$ cat config.mk
export PLATFORM = sky130hd
export DESIGN_NAME = sr_cmd_conditioner_flat
export DESIGN_NICKNAME = d
export VERILOG_FILES = /design/src/rtl/sr_cmd_conditioner_if.sv /design/src/rtl/sr_cmd_conditioner.sv /design/src/flat_wrapper.sv
export SDC_FILE = /design/constraint.sdc
export NUM_CORES = 1
export LEC_CHECK = 0
export CAP_MARGIN = 20
export CORE_ASPECT_RATIO = 0.8
export CORE_MARGIN = 5
export CORE_UTILIZATION = 46
export DETAILED_ROUTE_END_ITERATION = 8
export GPL_TIMING_DRIVEN = 1
export PLACE_DENSITY = 0.68
export SYNTH_ARGS = -nofsm -noshare
export SYNTH_HDL_FRONTEND = slang
export SYNTH_SLANG_ARGS = --single-unit
$ cat constraint.sdc
create_clock -name clk -period 1.33 [get_ports clk]
set_input_delay 0.1995 -clock clk [delete_from_list [all_inputs] [get_ports clk]]
set_output_delay 0.1995 -clock clk [all_outputs]
set_load 0.02 [all_outputs]
$ cat src/rtl/sr_cmd_conditioner_if.sv
// Request/pulse bundle between a command source and the SR command conditioner.
// The master drives the raw request lines; the slave returns the conditioned pulses and status flags.
`timescale 1ns/1ps
interface sr_cmd_conditioner_if;
  logic set_req_raw;
  logic clr_req_raw;
  logic s;
  logic r;
  logic busy;
  logic conflict;
  logic overrun;

  modport master (
    output set_req_raw,
    output clr_req_raw,
    input  s,
    input  r,
    input  busy,
    input  conflict,
    input  overrun
  );

  modport slave (
    input  set_req_raw,
    input  clr_req_raw,
    output s,
    output r,
    output busy,
    output conflict,
    output overrun
  );
endinterface

$ cat src/rtl/sr_cmd_conditioner.sv
// Converts two raw, bouncing request lines into clean, mutually exclusive one-cycle s/r pulses.
// Each line is synchronized, debounced and edge-detected; an arbiter FSM then serves them.
`timescale 1ns/1ps
module sr_cmd_conditioner #(
  parameter int DEBOUNCE_CYCLES = 4,
  parameter int GAP_CYCLES      = 2,
  parameter int PRIO_SET        = 0
) (
  input  logic                clk,
  input  logic                reset,
  sr_cmd_conditioner_if.slave bus
);

  localparam logic [3:0] DEB_LAST = 4'(DEBOUNCE_CYCLES - 1);
  localparam logic [3:0] GAP_LAST = (GAP_CYCLES > 0) ? 4'(GAP_CYCLES - 1) : 4'd0;
  localparam int         SET_CH   = 0;
  localparam int         CLR_CH   = 1;

  typedef enum logic [1:0] {
    IDLE  = 2'd0,
    PULSE = 2'd1,
    GAP   = 2'd2
  } state_t;

  state_t          state;
  state_t          state_next;

  logic [1:0]      raw;
  logic [1:0]      sync1;
  logic [1:0]      sync2;
  logic [1:0]      level;
  logic [1:0]      level_d;
  logic [1:0]      rise;
  logic [1:0]      pending;
  logic [1:0]      serve;
  logic [1:0][3:0] deb_cnt;
  logic [3:0]      gap_cnt;
  logic            gap_done;

  logic            s_q;
  logic            r_q;
  logic            conflict_q;
  logic            overrun_q;
  logic            s_next;
  logic            r_next;
  logic            conflict_next;

  assign raw = {bus.clr_req_raw, bus.set_req_raw};

  // Level only follows sync2 after it has disagreed for DEBOUNCE_CYCLES consecutive cycles.
  always_ff @(posedge clk or negedge reset) begin
    if (!reset) begin
      sync1   <= '0;
      sync2   <= '0;
      level   <= '0;
      level_d <= '0;
      deb_cnt <= '0;
    end else begin
      sync1   <= raw;
      sync2   <= sync1;
      level_d <= level;
      for (int ch = 0; ch < 2; ch++) begin
        if (sync2[ch] == level[ch]) begin
          deb_cnt[ch] <= 4'd0;
        end else if (deb_cnt[ch] == DEB_LAST) begin
          level[ch]   <= sync2[ch];
          deb_cnt[ch] <= 4'd0;
        end else begin
          deb_cnt[ch] <= deb_cnt[ch] + 4'd1;
        end
      end
    end
  end

  assign rise = level & ~level_d;

  // A new edge wins over service, so an edge landing on the serve cycle re-arms the channel.
  always_ff @(posedge clk or negedge reset) begin
    if (!reset) begin
      pending   <= '0;
      overrun_q <= 1'b0;
    end else begin
      for (int ch = 0; ch < 2; ch++) begin
        if (rise[ch]) begin
          pending[ch] <= 1'b1;
        end else if (serve[ch]) begin
          pending[ch] <= 1'b0;
        end
      end
      overrun_q <= |(rise & pending & ~serve);
    end
  end

  assign gap_done = (gap_cnt == GAP_LAST);

  always_comb begin
    state_next    = state;
    s_next        = 1'b0;
    r_next        = 1'b0;
    conflict_next = 1'b0;
    serve         = '0;
    unique case (state)
      IDLE: begin
        if (pending[SET_CH] && pending[CLR_CH]) begin
          conflict_next = 1'b1;
          state_next    = PULSE;
          if (PRIO_SET != 0) begin
            s_next        = 1'b1;
            serve[SET_CH] = 1'b1;
          end else begin
            r_next        = 1'b1;
            serve[CLR_CH] = 1'b1;
          end
        end else if (pending[SET_CH]) begin
          state_next    = PULSE;
          s_next        = 1'b1;
          serve[SET_CH] = 1'b1;
        end else if (pending[CLR_CH]) begin
          state_next    = PULSE;
          r_next        = 1'b1;
          serve[CLR_CH] = 1'b1;
        end
      end
      PULSE: begin
        state_next = (GAP_CYCLES > 0) ? GAP : IDLE;
      end
      GAP: begin
        if (gap_done) begin
          state_next = IDLE;
        end
      end
      default: begin
        state_next = IDLE;
      end
    endcase
  end

  // Pulses are registered so s and r are glitch-free and can never overlap.
  always_ff @(posedge clk or negedge reset) begin
    if (!reset) begin
      state      <= IDLE;
      gap_cnt    <= 4'd0;
      s_q        <= 1'b0;
      r_q        <= 1'b0;
      conflict_q <= 1'b0;
    end else begin
      state      <= state_next;
      s_q        <= s_next;
      r_q        <= r_next;
      conflict_q <= conflict_next;
      if (state == GAP) begin
        gap_cnt <= gap_cnt + 4'd1;
      end else begin
        gap_cnt <= 4'd0;
      end
    end
  end

  assign bus.s        = s_q;
  assign bus.r        = r_q;
  assign bus.conflict = conflict_q;
  assign bus.overrun  = overrun_q;
  assign bus.busy     = (state != IDLE) || (|pending);

endmodule

$ cat src/flat_wrapper.sv
// flat-port wrapper written by rule: the top's interface ports become plain ports
module sr_cmd_conditioner_flat 
#(
  parameter int DEBOUNCE_CYCLES = 4,
  parameter int GAP_CYCLES      = 2,
  parameter int PRIO_SET        = 0
)
  (clk, reset, bus_set_req_raw, bus_clr_req_raw, bus_s, bus_r, bus_busy, bus_conflict, bus_overrun);
  sr_cmd_conditioner_if bus_i ();
  input  logic clk;
  input  logic reset;
  input wire logic [$bits(bus_i.set_req_raw)-1:0] bus_set_req_raw;
  input wire logic [$bits(bus_i.clr_req_raw)-1:0] bus_clr_req_raw;
  output wire logic [$bits(bus_i.s)-1:0] bus_s;
  output wire logic [$bits(bus_i.r)-1:0] bus_r;
  output wire logic [$bits(bus_i.busy)-1:0] bus_busy;
  output wire logic [$bits(bus_i.conflict)-1:0] bus_conflict;
  output wire logic [$bits(bus_i.overrun)-1:0] bus_overrun;
  assign bus_i.set_req_raw = bus_set_req_raw;
  assign bus_i.clr_req_raw = bus_clr_req_raw;
  assign bus_s = bus_i.s;
  assign bus_r = bus_i.r;
  assign bus_busy = bus_i.busy;
  assign bus_conflict = bus_i.conflict;
  assign bus_overrun = bus_i.overrun;
  sr_cmd_conditioner #(.DEBOUNCE_CYCLES(DEBOUNCE_CYCLES), .GAP_CYCLES(GAP_CYCLES), .PRIO_SET(PRIO_SET)) u_core (.clk(clk), .reset(reset), .bus(bus_i));
endmodule
# --- After elaboration in Yosys (flattened, before gate mapping) ---
# Index checks and enable logic that the tools add are counted.
classes:
  addsub: 3
  n_eq_ne: 9
  n_reduce_logical: 11
  muxes: 24
  bitwise_logic: 7
ops:
  columns: ["operator", "n"]
  rows:
  - ["2-to-1 mux 4 bit", 5]
  - ["2-to-1 mux 1 bit", 13]
  - ["adder 4 x 1 -> 4 bit (second input constant)", 3]
  - ["2-to-1 mux 2 bit", 5]
  - ["== test 4 x 2 -> 1 bit (second input constant)", 2]
  - ["bitwise AND 2 bit", 3]
  - ["case mux 2 bit (3 select lines)", 1]
  - ["AND reduction 2 bit", 3]
  - ["nonzero test 2 bit", 3]
  - ["== test 4 x 1 -> 1 bit (second input constant)", 1]
  - ["inequality test 4 x 1 -> 1 bit (second input constant)", 1]
  - ["NOT 2 bit", 2]
  - ["OR reduction 2 bit", 2]
  - ["== test 1 bit", 2]
  - ["== test 2 x 1 -> 1 bit (second input constant)", 1]
  - ["== test 2 bit (second input constant)", 1]
  - ["logical NOT 2 bit", 1]
  - ["inequality test 2 x 1 -> 1 bit (second input constant)", 1]
  - ["NOT 1 bit", 2]
  - ["logical AND 1 bit", 1]
  - ["logical OR 1 bit", 1]
totals:
  inputBits: 4
  regBits: 28

# --- Logic depth before layout (Yosys ltp) ---
# Gate-level depths: netlist of run 1.
depth:
  word_depth: 7
  mapped_depth: 4
  depth_no_buf: 4

# --- Worst setup path after synthesis of run 1 ---
# OpenSTA, ideal clock, no wires.
synth_path:
  kind: "register -> register"
  start: "register u_core.state[1]"
  end: "register u_core.state[0]"
  t_arrival_ns: 1.172
  t_required_ns: 1.213
  setup_slack_ns: 0.041
  stages_incl_launch_ff: 3
  period_less_slack_ns: 1.289
  setup_ns: 0.117
  path_buffers: 0
  cell_sequence: "dfrtp_1 or4_4 and2_4"
synth_via:
  elab_chain_len: 3
  word_cells_on_any_way: 7
  classes_between: "4 x eq/ne; 1 x mux; 2 x reduce/logical"
synth_lines:
  columns: ["element", "line", "source"]
  rows:
  - ["start: declaration", "sr_cmd_conditioner.sv:25", "state_t state;"]
  - ["start signal: assignment", "sr_cmd_conditioner.sv:147", "state <= state_next;"]
  - ["== test 2 bit / logical NOT 2 bit (equally long branches)", "sr_cmd_conditioner.sv:102", "unique case (state)"]
  - ["inequality test 2 x 1 -> 1 bit (no source line) / inequality test 4 x 1 -> 1 bit (equally long branches)", null, null]
  - ["AND reduction 2 bit (no source line)", null, null]
# Several ways; a longest one is shown, not always the timed one.
# A chain may end at the register's enable or synchronous reset.

# --- Worst setup path after layout of run 1 ---
layout_path:
  start: "register u_core.state[1]"
  end: "output bus_busy"
layout_via:
  elab_chain_len: 2
layout_lines:
  columns: ["element", "line", "source"]
  rows:
  - ["nonzero test 2 bit", "sr_cmd_conditioner.sv:163", "assign bus.busy = (state != IDLE) || (|pending);"]
  - ["logical OR 1 bit", "sr_cmd_conditioner.sv:163", null]
  - ["end: declaration", "flat_wrapper.sv:16", "output wire logic [$bits(bus_i.busy)-1:0] bus_busy;"]
# No other way between the ends.

==> results of run 1 <==
layout make-up:
type | count | area [um2] | share of cell area [%]
Sequential cell | 28 | 701 | 53.0
Multi-Input combinational cell | 53 | 383 | 28.9
Timing Repair Buffer | 17 | 144 | 10.9
Tap cell | 25 | 31.3 | 2.37
Clock inverter | 1 | 30.0 | 2.27
Clock buffer | 3 | 22.5 | 1.70
Inverter | 3 | 11.3 | 0.851
timing repair:
item,CTS,global route
gates cloned,0,0
gates resized for setup,12,0
endpoints found under the hold margin,0,0
pin swaps,1,1
endpoints found under the setup margin,7,1
through the flow:
| stage | utilization (%) | cell area [um2] | hold WS, ns |
|---|---|---|---|
| 2_1_floorplan | - | 1080 | -0.0961 |
| 3_3_place_gp | 57.5 | 1260 | 0.332 |
| 3_5_place_dp | 57.5 | 1260 | 0.339 |
| 4_1_cts | 60.2 | 1320 | 0.218 |
| 5_1_grt | 60.2 | 1320 | 0.226 |
| 6_report | 60.2 | 1320 | 0.209 |
cell usage in the layout, fill, tap and decap left out, drive strengths merged, types with 3 or more instances in the layout:
cell type      instances
dfrtp                 28
buf                   10
nor2                   6
nand3b                 4
nand2b                 4
a21oi                  4
ha                     4
dlygate4sd2            4
xnor2                  3
nor3                   3
inv                    3
clkbuf                 3
clkdlybuf4s50          3
nor3b                  3
and2                   3
registers in the layout, indices dropped and copies added, names as in the netlist, 2 cells and up:
| signal | flops |
|---|---|
| u_core.sync2 | 2 |
| u_core.pending | 2 |
| u_core.gap_cnt | 4 |
| u_core.sync1 | 2 |
| u_core.deb_cnt | 8 |
| u_core.state | 2 |
| u_core.level_d | 2 |
| u_core.level | 2 |
worst register-to-register path, cell delays in order, from the launching register on:
cell	delay [ns]
dfrtp_1	0.39
ha_1	0.18
nor3b_2	0.23
mux2_2	0.36
kinds of logic after synthesis:
family,share of synthesized area (%)
AO/OA/AOI/OAI,3.92
XOR/XNOR,2.42
adder cells (fa/ha/maj),4.61
buffers and inverters,1.04
flip-flops,64.6
multiplexers,3.00
AND/OR/NAND/NOR,20.4
metal layers:
layer,GRT usage (%),vias to the layer above,share of wire [%]
li1,-,336,-
met1,13.7,300,47
met2,19.2,14,45
met3,5.31,2,7.2
met4,3.05,0,0.62
met5,0,-,0
final timing paths:
kind,start,end,cells after the start
hold reg to reg,u_core.sync1[0]$_DFF_PN0_,u_core.sync2[0]$_DFF_PN0_,0
setup / recovery,u_core.state[1]$_DFFE_PN0P_,bus_busy,2
setup reg to reg,u_core.deb_cnt[1]$_DFF_PN0_,u_core.level[0]$_DFFE_PN0P_,3
max in group asynchronous,reset,u_core.gap_cnt[0]$_DFF_PN0_,2
hold / removal,reset,u_core.gap_cnt[3]$_DFF_PN0_,2
min in group clk,bus_set_req_raw,u_core.sync1[0]$_DFF_PN0_,1
where the power goes:
part / switching (mW) / internal (mW) / leakage [nW]
logic: 0.431 / 0.480 / 0.251
clock network: 0.244 / 0.305 / 0.0279
registers: 0.145 / 1.10 / 0.358
total: 0.820 / 1.88 / 0.638
synthesized netlist by cell type:
cell type	number
nor2b_1	2
a21oi_1	4
or2b_1	1
o21ai_0	2
and2_1	2
o22ai_1	2
and3_1	1
inv_1	3
and2_4	1
nand2b_1	4
nor3b_1	3
ha_1	4
nand3_1	1
nand2_1	1
or4_4	1
nor4_1	2
mux2_2	2
nor2_1	6
dfrtp_1	28
or3b_1	1
mux2i_1	1
nand3b_1	4
xnor2_1	3
nor3_1	3
and4_1	2
==> metrics.csv, run 1 <==
metric,value,unit
dr.pass1.iters,4,
ioPinCount,9,
dp_slack,-0.315,ns
crit_fanout,2,
path_clk_slew,0.15,ns
relSlewSlack,75.8,%
leakagePower,0.638,nW
synth_area_per_cell,12.9,um2
ys_types,25,
reg2reg_slack,0.07,ns
ctsHoldBuffers,0,
fin_skew,0.0147,ns
period_needed,1.63,ns
end_kind,primary output,
max_stage_delay,0.54,ns
netlist_instances,84,
cp.required,1.13,ns
setup_viol,1,
clockBufferDepth,2,
htreeDepth,1,
totalWireLength,1620,um
grt_setup_unrepaired,yes,
cts_made_buffers,3,
fin_cells,130,
drtAntennaViolNets,0,
drt-vias-per-instance,5.02,
routedWlPerCell,12.5,um
cts_setup_buffers,0,
rows,15,
maxCapViolations,0,
tightest_slew,0.360,ns
crit_type,register to primary output,
synth_top_area_share,64.6,%
drive_gt1_share,19.0,%
status,"finished, violations left",
crit_family,simple AND/OR/NAND/NOR gates,
insertedDiodeCount,0,
crit_buf_inv,1,
vias,652,
nets,114,
clockRootBuffer,clkbuf_4,
grtUsageTotal,11.6,%
dieWidth,64.3,um
synth_area,0.00108,mm2
ir_worst_vdd,1470,uV
fin_crit_sh,122,%
violations,negative setup slack,
initial_core_util,49.4,%
dp_hpwl,1190,um
globalRouteOverflowTotal,0,
hold_violations,0,
hold_path_class,primary input to asynchronous set/reset pin,
area_delta_synth_final,21.9,%
fmax,614,MHz
grt_pass1_vias,683,
ys_ff_latch,28,
cp-start-kind,register,
worstPathArrival,1.43,ns
grt_max_degree,29,
fin_tns_setup,-0.298,ns
grt_pass1_wl,3020,um
place.gp.congestion,0.780,
drv_slew,0,
core_area,0.00220,mm2
path_cells,or4_4 > buf_6,
clock_latency,0.33,ns
drtIter0Drc,15,
dp_cells,126,
drc,0,
p_per_area,2050,mW/mm2
clock-sinks,28,
yosysWarnings,0,
fillers,173,
numPortBuffers,8,
cp_slowest_cell,or4_4,
synth_fp_nets,92,
dieArea,0.00344,mm2
setup_ws,-0.298,ns
chipHeight,53.4,um
synth_top_cell_by_area,dfrtp_1,
power,2.71,mW
antenna_found_initial,0,
synth-seq-area-share,64.6,%
cts_tree,yes,
yosys-top-cells-area,"dfrtp_1 (65%), ha_1 (4.6%), nand3b_1 (2.8%), xnor2_1 (2.4%), nand2b_1 (2.3%)",
No activity file was read; power rests on OpenSTA's default activity.
==> run 2, diff against run 1 <==
--- a/config.mk
+++ b/config.mk
@@ -5,6 +5,7 @@
 export SDC_FILE = /design/constraint.sdc
 export NUM_CORES = 1
 export LEC_CHECK = 0
+export ABC_CLOCK_PERIOD_IN_PS = 1330
 export CAP_MARGIN = 20
 export CORE_ASPECT_RATIO = 0.8
 export CORE_MARGIN = 5
==> results of run 2 <==
Final layout, timing and power as in run 1 (identical DEF).
==> run 3, diff against run 2 <==
--- a/config.mk
+++ b/config.mk
@@ -8,11 +8,12 @@
 export ABC_CLOCK_PERIOD_IN_PS = 1330
 export CAP_MARGIN = 20
 export CORE_ASPECT_RATIO = 0.8
-export CORE_MARGIN = 5
+export CORE_MARGIN = 4
 export CORE_UTILIZATION = 46
 export DETAILED_ROUTE_END_ITERATION = 8
 export GPL_TIMING_DRIVEN = 1
 export PLACE_DENSITY = 0.68
+export REMOVE_ABC_BUFFERS = 1
 export SYNTH_ARGS = -nofsm -noshare
 export SYNTH_HDL_FRONTEND = slang
 export SYNTH_SLANG_ARGS = --single-unit
==> run 3 against run 2 <==
  * The run still ends with negative setup slack left
  * Final cell count unchanged
  * Sequential power about the same
  * Power decreased by 6.8%
  * Critical endpoint unchanged
==> metrics.csv, run 3 (synthesized netlist as in run 1, its figures left out) <==
metric,value,unit,change
p_per_area,1930,mW/mm2,-5.5%
path_clk_slew,0.14,ns,about the same
area_delta_synth_final,20.3,%,
cp-start-kind,register,,
p_int,1.71,mW,-9.4%
end_kind,primary output,,
drt-vias-per-instance,5.24,,+4.4%
cp_slowest_cell,or4_4,,
ir_worst_vdd,1340,uV,-9.1%
leakagePower,0.630,nW,-1.2%
antenna_found_initial,0,,unchanged
stdcell_area,0.00131,mm2,-1.3%
comb_power_share,37.5,%,+3.8 points
seq_power_share,49.1,%,+3.1 points
place_area,0.00126,mm2,unchanged
setup_viol,1,,unchanged
drive_gt1_share,20.0,%,+0.95 points
routedWlPerCell,12.6,um,+0.93%
drc,0,,unchanged
cp.required,1.13,ns,about the same
largest_register,u_core.deb_cnt,,
final_cell_mix,"dfrtp_1 (28), buf_4 (10), nor2_1 (6)",,
dp_hpwl,1110,um,-6.5%
nets,115,,+0.88%
fmax,621,MHz,+1.1%
grt_setup_unrepaired,yes,,
crit_fanout,2,,unchanged
initial_core_util,49.4,%,unchanged
fillers,177,,+2.3%
rr_worst_depth,3,,unchanged
reg.largest.list,"u_core.deb_cnt: 8 flops, u_core.gap_cnt: 4 flops",,
clockRootBuffer,clkbuf_4,,
chipHeight,51.4,um,-3.7%
violations,negative setup slack,,
setup_ws,-0.280,ns,+0.0183 ns
clockBufferDepth,2,,unchanged
fin_skew,0.0136,ns,-0.00108 ns
dp_slack,-0.302,ns,+0.0123 ns
period_needed,1.61,ns,-0.0183 ns
numPortBuffers,8,,unchanged
clock_latency,0.32,ns,about the same
hold_violations,0,,unchanged
tightest_slew,0.358,ns,-0.00198 ns
core_area,0.00220,mm2,unchanged
hold_path_class,primary input to asynchronous set/reset pin,,
drv_slew,0,,unchanged
dieArea,0.00320,mm2,-6.7%
cts_made_buffers,3,,unchanged
globalRouteOverflowTotal,0,,unchanged
switchingPower,0.815,mW,-0.64%
vias,681,,+4.4%
worstPathArrival,1.41,ns,-0.02 ns
drtIter0Drc,22,,+7
ioPinCount,9,,unchanged
insertedDiodeCount,0,,unchanged
grt_pass1_vias,664,,-2.8%
dieWidth,62.3,um,-3.1%
cts_tree,yes,,
grtUsageTotal,12.2,%,+0.57 points
htreeDepth,1,,unchanged
path_cells,or4_4 > buf_6,,
rows,15,,unchanged
drtAntennaViolNets,0,,unchanged
fin_util,59.4,%,-0.80 points
grt_pass1_wl,2980,um,-1.4%
maxCapViolations,0,,unchanged
ctsHoldBuffers,0,,unchanged
fin_tns_setup,-0.280,ns,+0.0183 ns
largest_reg_flops,8,,unchanged
status,"finished, violations left",,
clock-sinks,28,,unchanged
r2r_start,u_core.deb_cnt[1]$_DFF_PN0_,,
totalWireLength,1640,um,+0.93%
crit_type,register to primary output,,
crit_family,simple AND/OR/NAND/NOR gates,,
fin_crit_sh,121,%,-1.4 points
dr.pass1.iters,4,,unchanged
relSlewSlack,76.0,%,+0.13 points
switching_share,32.3,%,+2.0 points
final_common_cell,dfrtp_1,,
max_stage_delay,0.54,ns,about the same
pwr-share-clk,13.3,%,-7.0 points
crit_buf_inv,1,,unchanged
reg2reg_slack,0.08,ns,about the same
grt_max_degree,29,,unchanged
rr_endpoint,u_core.level[0]$_DFFE_PN0P_,,
place.gp.congestion,0.800,,+2.5%
-- run 3: worst max-delay path by stage --
stage,startpoint,endpoint,slack (ns),cells after the start
detailed placement,u_core.state[1]$_DFFE_PN0P_,bus_busy,-0.30,2
global route,u_core.state[1]$_DFFE_PN0P_,bus_busy,-0.34,2
floorplan,u_core.state[1]$_DFFE_PN0P_,u_core.state[0]$_DFFE_PN0P_,0.04,2
CTS,u_core.state[1]$_DFFE_PN0P_,bus_busy,-0.30,2
finish,u_core.state[1]$_DFFE_PN0P_,bus_busy,-0.28,2
global placement,u_core.state[1]$_DFFE_PN0P_,bus_busy,-0.30,2
-- run 3: area by class of cell --
class                      count  area [um2]  share of cell area (%)
tap                           25        31.3                    2.40
multi-input combinational     53         388                    29.7
inverter                       3        11.3                   0.863
sequential                    28         701                    53.7
timing repair buffer          18         151                    11.6
clock buffer                   3        22.5                    1.73
-- run 3: per-layer routing --
layer,vias up,global-route usage (%),routed length [um]
met3,5,4.40,94
met4,0,6.71,34
met2,19,18.6,724
li1,336,-,-
met5,-,0,0
met1,321,15.0,782
-- run 3: timing repair --
item	in CTS	in global routing
resized for setup	10	3
endpoints found under the setup margin	5	3
buffers inserted	0	1
cloned	0	0
-- run 3: per-stage QoR --
stage | instances | power, mW | hold WS [ns]
finish | 130 | 2.52 | 0.217
global route | 130 | 2.73 | 0.232
CTS | 129 | 2.52 | 0.222
detailed placement | 126 | 2.21 | 0.339
global placement | 126 | 2.18 | 0.332
floorplan | 84 | 1.80 | -0.0961
-- run 3: power by group through the flow --
| stage | clock [mW] | combinational [mW] | sequential, mW |
|---|---|---|---|
| after floorplan | 0 | 0.456 | 1.34 |
| after global placement | 0 | 0.928 | 1.25 |
| after detailed placement | 0 | 0.943 | 1.27 |
| after CTS | 0.358 | 0.921 | 1.24 |
| after global routing | 0.391 | 1.07 | 1.27 |
| final | 0.336 | 0.947 | 1.24 |
